`src/rtl/bus_fabric.sv`:
```
// Address-decode fabric: dual-lane CPU port to NREGIONS ascending regions,
// with per-region read wait states, ready stall and sticky unmapped-error capture.
module bus_fabric #(
  parameter int ADDRBITS = 15,
  parameter int NREGIONS = 4,
  parameter logic [NREGIONS*ADDRBITS-1:0] REGION_BASE =
    {15'h1000, 15'h0800, 15'h0040, 15'h0000},
  parameter logic [NREGIONS*4-1:0] REGION_WAIT =
    {4'd0, 4'd0, 4'd2, 4'd0}
) (
  input  logic                  clk,
  input  logic                  reset_n,
  input  logic [ADDRBITS-1:0]   read_addr_even,
  input  logic                  read_en_even,
  input  logic [ADDRBITS-1:0]   write_addr_even,
  input  logic                  write_en_even,
  output logic [NREGIONS-1:0]   region_write_en_even,
  input  logic [NREGIONS*8-1:0] region_read_data_even,
  output logic [7:0]            read_data_even,
  input  logic [ADDRBITS-1:0]   read_addr_odd,
  input  logic                  read_en_odd,
  input  logic [ADDRBITS-1:0]   write_addr_odd,
  input  logic                  write_en_odd,
  output logic [NREGIONS-1:0]   region_write_en_odd,
  input  logic [NREGIONS*8-1:0] region_read_data_odd,
  output logic [7:0]            read_data_odd,
  output logic                  ready,
  output logic                  bus_error,
  output logic [ADDRBITS-1:0]   error_addr,
  input  logic                  error_clear
);

  localparam int IW = $clog2(NREGIONS);

  typedef enum logic {ST_RUN, ST_WAIT} state_t;

  // Decode result: {hit, region index}; bases ascend so the last match wins
  function automatic logic [IW:0] f_decode(
    input logic [ADDRBITS-1:0] a
  );
    logic [IW:0] r;
    r = '0;
    for (int i = 0; i < NREGIONS; i++) begin
      if (a >= REGION_BASE[i*ADDRBITS +: ADDRBITS])
        r = {1'b1, IW'(i)};
    end
    return r;
  endfunction

  state_t        r_state;
  state_t        w_state_nxt;
  logic [3:0]    r_cnt;
  logic [3:0]    w_cnt_nxt;
  logic [IW:0]   r_sel_e;
  logic [IW:0]   r_sel_o;
  logic          r_bus_error;
  logic [ADDRBITS-1:0] r_error_addr;

  logic [IW:0]   w_rd_e;
  logic [IW:0]   w_rd_o;
  logic [IW:0]   w_wr_e;
  logic [IW:0]   w_wr_o;
  logic [3:0]    w_wait_e;
  logic [3:0]    w_wait_o;
  logic [3:0]    w_wait;
  logic          w_ready;
  logic          w_capture;
  logic          w_err_re;
  logic          w_err_ro;
  logic          w_err_we;
  logic          w_err_wo;
  logic          w_err;
  logic [ADDRBITS-1:0] w_err_addr;

  assign w_rd_e = f_decode(read_addr_even);
  assign w_rd_o = f_decode(read_addr_odd);
  assign w_wr_e = f_decode(write_addr_even);
  assign w_wr_o = f_decode(write_addr_odd);

  assign w_wait_e = (read_en_even && w_rd_e[IW]) ?
    REGION_WAIT[w_rd_e[IW-1:0]*4 +: 4] : 4'd0;
  assign w_wait_o = (read_en_odd && w_rd_o[IW]) ?
    REGION_WAIT[w_rd_o[IW-1:0]*4 +: 4] : 4'd0;
  assign w_wait = (w_wait_e > w_wait_o) ? w_wait_e : w_wait_o;

  assign w_ready   = (r_state == ST_RUN);
  assign w_capture = w_ready && (read_en_even || read_en_odd);
  assign ready     = w_ready;

  always_ff @(posedge clk or negedge reset_n) begin
    if (!reset_n) begin
      r_state <= ST_RUN;
      r_cnt   <= 4'd0;
    end else begin
      r_state <= w_state_nxt;
      r_cnt   <= w_cnt_nxt;
    end
  end

  always_comb begin
    w_state_nxt = r_state;
    w_cnt_nxt   = r_cnt;
    unique case (r_state)
      ST_RUN: begin
        if (w_capture && (w_wait != 4'd0)) begin
          w_state_nxt = ST_WAIT;
          w_cnt_nxt   = w_wait;
        end
      end
      ST_WAIT: begin
        if (r_cnt == 4'd1) begin
          w_state_nxt = ST_RUN;
          w_cnt_nxt   = 4'd0;
        end else begin
          w_cnt_nxt = r_cnt - 4'd1;
        end
      end
      default: begin
        w_state_nxt = ST_RUN;
        w_cnt_nxt   = 4'd0;
      end
    endcase
  end

  always_ff @(posedge clk or negedge reset_n) begin
    if (!reset_n) begin
      r_sel_e <= '0;
      r_sel_o <= '0;
    end else if (w_capture) begin
      if (read_en_even) r_sel_e <= w_rd_e;
      if (read_en_odd)  r_sel_o <= w_rd_o;
    end
  end

  assign read_data_even = r_sel_e[IW] ?
    region_read_data_even[r_sel_e[IW-1:0]*8 +: 8] : 8'hFF;
  assign read_data_odd = r_sel_o[IW] ?
    region_read_data_odd[r_sel_o[IW-1:0]*8 +: 8] : 8'hFF;

  // Gated by reset_n so an aborted access never strobes a target
  always_comb begin
    region_write_en_even = '0;
    region_write_en_odd  = '0;
    if (write_en_even && w_wr_e[IW] && w_ready && reset_n)
      region_write_en_even[w_wr_e[IW-1:0]] = 1'b1;
    if (write_en_odd && w_wr_o[IW] && w_ready && reset_n)
      region_write_en_odd[w_wr_o[IW-1:0]] = 1'b1;
  end

  assign w_err_re = w_capture && read_en_even && !w_rd_e[IW];
  assign w_err_ro = w_capture && read_en_odd && !w_rd_o[IW];
  assign w_err_we = w_ready && write_en_even && !w_wr_e[IW];
  assign w_err_wo = w_ready && write_en_odd && !w_wr_o[IW];
  assign w_err = w_err_re || w_err_ro || w_err_we || w_err_wo;

  always_comb begin
    w_err_addr = '0;
    if (w_err_re)      w_err_addr = read_addr_even;
    else if (w_err_ro) w_err_addr = read_addr_odd;
    else if (w_err_we) w_err_addr = write_addr_even;
    else if (w_err_wo) w_err_addr = write_addr_odd;
  end

  always_ff @(posedge clk or negedge reset_n) begin
    if (!reset_n) begin
      r_bus_error  <= 1'b0;
      r_error_addr <= '0;
    end else if (w_err && (!r_bus_error || error_clear)) begin
      r_bus_error  <= 1'b1;
      r_error_addr <= w_err_addr;
    end else if (error_clear) begin
      r_bus_error  <= 1'b0;
      r_error_addr <= '0;
    end
  end

  assign bus_error  = r_bus_error;
  assign error_addr = r_error_addr;

endmodule

```
`config.mk`:
```
export PLATFORM = sky130hd
export DESIGN_NAME = bus_fabric
export DESIGN_NICKNAME = d
export VERILOG_FILES = /design/src/rtl/bus_fabric.sv
export SDC_FILE = /design/constraint.sdc
export NUM_CORES = 1
export LEC_CHECK = 0
export CAP_MARGIN = 30
export CORE_UTILIZATION = 25
export DETAILED_ROUTE_END_ITERATION = 6
export GPL_TIMING_DRIVEN = 0
export PLACE_DENSITY = 0.82
export SLEW_MARGIN = 5
export SYNTH_ARGS = -nofsm -noshare
export SYNTH_HDL_FRONTEND = slang
export SYNTH_SLANG_ARGS = --single-unit
```
`constraint.sdc`:
```
create_clock -name clk -period 1.6 [get_ports clk]
set_input_delay 0.32 -clock clk [delete_from_list [all_inputs] [get_ports clk]]
set_output_delay 0.32 -clock clk [all_outputs]
set_load 0.02 [all_outputs]
```
# Yosys cells after proc, flatten, opt, wreduce, memory -nomap -nowiden
# Index checks and enable logic that the tools add are counted.
# W data, S select, Z words.
dict set report op_classes {
  addsub 1
  n_lt_le_gt_ge 21
  eq_ne 2
  shift 4
  muxes 41
  bitwise_logic 1
  n_reduce_logical 35
}
# op count
set op_table {}
lappend op_table {{$mux W15} 6}
lappend op_table {{$shiftx A32 B6 Y8} 2}
lappend op_table {{$ge A15 B1 Y1 const B} 4}
lappend op_table {{$ge A15 B12 Y1 const B} 4}
lappend op_table {{$ge A15 B13 Y1 const B} 4}
lappend op_table {{$ge A15 B7 Y1 const B} 4}
lappend op_table {{$mux W3} 16}
lappend op_table {{$shiftx A16 B5 Y4 const A} 2}
lappend op_table {{$mux W4} 7}
lappend op_table {{$logic_and A1 B1 Y1} 21}
lappend op_table {{$mux W8} 2}
lappend op_table {{$pmux W4 S2} 1}
lappend op_table {{$lt A2 B3 Y1 const B} 2}
lappend op_table {{$mux W1} 6}
lappend op_table {{$logic_not A1 Y1} 5}
lappend op_table {{$logic_or A1 B1 Y1} 5}
lappend op_table {{$demux W1 S2} 2}
lappend op_table {{$eq A4 B1 Y1 const B} 1}
lappend op_table {{$ge A2 B1 Y1 const B} 2}
lappend op_table {{$gt A4 B4 Y1} 1}
lappend op_table {{$reduce_and A2 Y1} 2}
lappend op_table {{$reduce_bool A4 Y1} 1}
lappend op_table {{$sub A4 B1 Y4 const B} 1}
lappend op_table {{$ne A2 B1 Y1 const B} 1}
lappend op_table {{3 further kinds} 3}
dict set report word_totals {
  ff_bits 27
  out_inout_bits 41
  wordCells 111
}

# Longest topological paths before layout
dict set report logic_depth {
  ltp_word 13
  depth_mapped 5
}

# Least setup slack after synthesis
# Ideal clock, no wire load.
dict set report synth_timing {
  path_kind {register to output}
  startpoint {register r_sel_e[0]}
  endpoint {output read_data_even[0]}
  arrival_time_ns 1.290
  required_ns 1.280
  setup_slack_ns -0.010
  stages_incl_launch_ff 4
  n_path_buf 1
  path_cell_list {dfrtp_1 -> buf_2 -> mux4_2 -> nand2b_1}
}
dict set report synth_between {
  elab_chain_len 2
}
# item line
set synth_rtl {}
lappend synth_rtl {{from (decl)} 54} ;# logic [IW:0] r_sel_e;
lappend synth_rtl {{from (signal assigned)} 130} ;# if (read_en_even) r_sel_e <= w_rd_e;
lappend synth_rtl {{$shiftx A32 B6 Y8} 136} ;# region_read_data_even[r_sel_e[IW-1:0]*8 +: 8] : 8'hFF;
lappend synth_rtl {{$mux W8} 135} ;# assign read_data_even = r_sel_e[IW] ?
lappend synth_rtl {{to (decl)} 19} ;# output logic [7:0] read_data_even,
# Every way passes these cells.

# Worst setup path after layout
dict set report layout_timing {
  startpoint {register r_sel_e[0]}
  endpoint {output read_data_even[7]}
}
# The elaborated chain is that of the path after synthesis.

==> flow_summary_export.csv <==
group,metric,value,unit
worst_setup_path,critical_path.cell_chain,"buf_6, mux4_2, nand2b_4, buf_6",
worst_setup_path,crit_type,"reg -> out",
global_route,grt_remaining_overflow,0,
global_route,grt_max_degree,12,
worst_setup_path,critPathMaxStageDelay,520,ps
worst_setup_path,cp-end-kind,"primary output",
floorplan,dieHeight,73.0,microns
worst_setup_path,critical_path.most_common_cell,"sky130_fd_sc_hd__buf_6",
global_route,grt_antenna_before_repair,0,
worst_setup_path,critical_path_peak_fanout,5,
timing,timing.final.setup_violations,20,
pwr,p_int,2.09,mW
logic_synthesis,synth_xor_area_share,0,%
cells_and_area,layout-area-overhead-vs-synth,143,%
logic_synthesis,postSynthRegisterBits,11,
detailed_routing,drt_iter0_markers,21,
cts,clock_path_buffers,2,
placement,place_hpwl,3.71,mm
worst_setup_path,worst_path_max_delay_cell,"sky130_fd_sc_hd__mux4_2",
pwr,total_leakage_power,1.41,nW
logic_synthesis,synth-adder-area-share,1.98,%
logic_synthesis,synth-main-ff-cell,"sky130_fd_sc_hd__dfrtp_1",
worst_hold_path,hold_path_end,"r_sel_e[1]",
worst_setup_path,worst-endpoint-required,1280,ps
logic_synthesis,async_flop_share,100,%
worst_setup_path,crit-reg2reg-launch,"r_cnt[1]",
global_route,grt_pass1_wl,7.38,mm
cells_and_area,nNetsFinal,423,
logic_synthesis,synth.avg_cell_area,9.55,sq um
floorplan,boundaryPins,172,
cts,clock_sink_count,11,
pwr,power_frac_clock,7.9,%
cts,cts_tree,"done",
logic_synthesis,ys_seq_area_share,21.8,%
cells_and_area,design_area,3070,sq um
worst_setup_path,critical_path.reg2reg.endpoint,"r_cnt[0]",
logic_synthesis,postSynthCellCount,132,
timing,grt_setup_unrepaired,"yes",
logic_synthesis,synth_compound_area_share,8.23,%
placement,gp_congestion,0.803,
floorplan,chipWidth,73.0,microns
pwr,peakVddDrop,0.573,mV
outcome,failed_checks,"setup timing",
outcome,outcome,"complete, but fails checks",
cts,worstSkewPairLatency,230,ps
detailed_routing,route.detailed.drc,0,
floorplan,dieArea,5330,sq um
timing,period_share,118,%
worst_hold_path,hold_depth,4,
global_route,grt_pass1_vias,1544,
detailed_routing,route.final.wire_length,5.11,mm
worst_hold_path,worstHoldStart,"read_addr_even[12]",
logic_synthesis,synth-simple-area-share,23.8,%
timing,final_hold_viol_count,0,
timing,skew,1.42,ps
timing,slew_violations,0,
pwr,net-switching-power,1.34,mW
timing,setup_slack,-282,ps
logic_synthesis,largest_family_of_logic_cells_by_synthesized_area,"multiplexers",
floorplan,placement_rows,25,
logic_synthesis,mapped_cell_area,1260,sq um
cts,cts-buffers-inserted,3,
timing,achievable-frequency,531,MHz
placement,port_buffers,130,
logic_synthesis,ys.warnings.count,0,
global_route,track_usage,18.3,%
pwr,seqPwrFrac,16.3,%
worst_setup_path,ff_to_ff_setup_slack,160,ps
placement,placed_area,2720,sq um
timing,timing_worst_slew_pin_value,579,ps
timing,totalNegativeSetupSlack,-4510,ps
worst_hold_path,worst_hold_path_type,"in -> reg",
floorplan,start_util,26.4,%
logic_synthesis,synth_area_leader_cell,"sky130_fd_sc_hd__mux4_2",
floorplan,core,4790,sq um
run,max_cap_violations,0,
placement,place_inst,344,
cells_and_area,num-fill-cells,391,
worst_setup_path,start_kind,"flip-flop",
pwr,pwr_density_cell,1110,nW/um^2
logic_synthesis,synth.most_common_cell,"sky130_fd_sc_hd__nand2b_1",
detailed_routing,routed-via-count,1581,
pwr,p_sw_share,39.1,%
worst_setup_path,worstPathBufferInverterCount,2,
timing,max-slew-margin-rel,61.4,%
logic_synthesis,yosys.area.top_type_share,28.6,%
worst_setup_path,ff2ff_path_depth,5,
logic_synthesis,synthTopCellsByCount,"sky130_fd_sc_hd__nand2b_1, sky130_fd_sc_hd__buf_4, sky130_fd_sc_hd__mux4_2",
logic_synthesis,netlist_top_cells_area,"sky130_fd_sc_hd__mux4_2, sky130_fd_sc_hd__dfrtp_1, sky130_fd_sc_hd__buf_4",
detailed_routing,avgRoutedWirePerCell,14.3,microns
worst_setup_path,cp_delay_by_family_top,"multiplexers",
cells_and_area,diodes,0,
cells_and_area,post_layout_nonfiller_instances,356,
logic_synthesis,ys_types,27,
detailed_routing,detail_route.first_pass.iterations,4,
cts,cts_root_buffer,"sky130_fd_sc_hd__clkbuf_8",
worst_setup_path,cp.arrival,1560,ps
cts,cts-htree-levels,1,
cts,clkTransAtPathRegs,50,ps
logic_synthesis,synth_edf_count,0,
cells_and_area,drive_above_1_share,35.3,%
timing,finalCriticalPeriod,1880,ps
pwr,power.share.combinational,75.8,%
detailed_routing,detail_route.vias_per_cell,4.44,
logic_synthesis,muxShareOfSynthArea,30.3,%
detailed_routing,final_antenna_net_count,0,
## worst register-to-register path, delay by kind of cell (launching register included)
| family | cells | cell delay, ps |
|---|---|---|
| multiplexers | 1 | 260 |
| flip-flops | 1 | 370 |
| AND/OR/NAND/NOR | 2 | 400 |
| adder cells (fa/ha/maj) | 1 | 190 |
| buffers and inverters | 1 | 100 |
## final cells by class
type	count	area, sq um	area share, %
Tap cell	67	83.8	2.73
Clock buffer	4	45.0	1.47
Buffer	18	143	4.65
Multi-Input combinational cell	107	1100	35.7
Inverter	9	33.8	1.10
Timing Repair Buffer	140	1390	45.4
Sequential cell	11	277	9.01
## state kept, by name, summed over array words and instances (netlist names)
register	cells
r_sel_e	3
r_state	1
r_sel_o	3
r_cnt	4
## per-stage QoR
step                power [mW]  setup WS (ps)  util [%]  hold slack, ps
finish                    3.42           -282      64.2             504
detailed placement        2.79          -1250      56.8             551
floorplan                 1.87          0.368         -            24.4
CTS                       3.32           -290      60.9             552
global route              3.66           -351      64.2             512
global placement          2.76          -1230      56.8             545
## layout by cell type, fill, tap and decap left out, types with 2 or more instances in the layout
| master | instances |
|---|---|
| sky130_fd_sc_hd__clkdlybuf4s50_1 | 87 |
| sky130_fd_sc_hd__buf_4 | 26 |
| sky130_fd_sc_hd__buf_6 | 22 |
| sky130_fd_sc_hd__mux4_2 | 16 |
| sky130_fd_sc_hd__conb_1 | 16 |
| sky130_fd_sc_hd__nand2b_1 | 11 |
| sky130_fd_sc_hd__dlymetal6s2s_1 | 10 |
| sky130_fd_sc_hd__dfrtp_1 | 10 |
| sky130_fd_sc_hd__inv_1 | 9 |
| sky130_fd_sc_hd__nor2_1 | 8 |
| sky130_fd_sc_hd__nand2_1 | 8 |
| sky130_fd_sc_hd__nand2b_4 | 7 |
| sky130_fd_sc_hd__dlygate4sd2_1 | 7 |
| sky130_fd_sc_hd__a21oi_1 | 4 |
| sky130_fd_sc_hd__o21ai_0 | 4 |
| sky130_fd_sc_hd__buf_2 | 4 |
| sky130_fd_sc_hd__nor3_2 | 3 |
| sky130_fd_sc_hd__nand2_2 | 3 |
| sky130_fd_sc_hd__nor3_4 | 3 |
| sky130_fd_sc_hd__clkbuf_8 | 3 |
| sky130_fd_sc_hd__nand3_4 | 2 |
| sky130_fd_sc_hd__nor2_4 | 2 |
| sky130_fd_sc_hd__nor3b_2 | 2 |
| sky130_fd_sc_hd__nor3_1 | 2 |
| sky130_fd_sc_hd__nor4_4 | 2 |
| sky130_fd_sc_hd__o2bb2ai_1 | 2 |
| sky130_fd_sc_hd__ha_1 | 2 |
## kinds of logic after synthesis
logic type	Yosys count
AND/OR/NAND/NOR	57
other	1
multiplexers	18
buffers and inverters	29
flip-flops	11
adder cells (fa/ha/maj)	2
AO/OA/AOI/OAI	14
## what timing repair did
item / 4_1_cts / 5_1_grt
hold endpoints to repair: 11 / 0
cloned: 2 / 0
hold buffers: 1 / 0
pin swaps: 11 / 12
buffers inserted: 5 / 3
setup endpoints to repair: 30 / 30
gates resized for setup: 166 / 40
## per-layer routing
metal,vias to the layer above,global-route usage (%),routed length (microns)
li1,765,-,-
met1,753,20.7,1800
met2,57,35.4,3030
met3,6,1.66,209
met4,0,5.88,73
met5,-,0,0
## power groups by stage
stage	clock network, mW	logic, mW	registers, mW
2_1_floorplan	0	1.42	0.450
3_3_place_gp	0	2.30	0.464
3_5_place_dp	0	2.33	0.466
4_1_cts	0.276	2.49	0.561
5_1_grt	0.292	2.78	0.582
6_report	0.271	2.59	0.558
## how the worst max path moves through the flow
stage | start | end | slack [ps] | cells after the start
after floorplan | r_state | region_write_en_odd[0] | 0.4 | 3
after global placement | reset_n | region_write_en_odd[0] | -1230 | 5
after detailed placement | reset_n | region_write_en_even[0] | -1250 | 5
after CTS | r_sel_e[0] | read_data_even[1] | -290 | 4
after global routing | r_sel_o[0] | read_data_odd[0] | -350 | 4
final | r_sel_e[0] | read_data_even[7] | -280 | 4
Power figures use the tool's default switching activity.
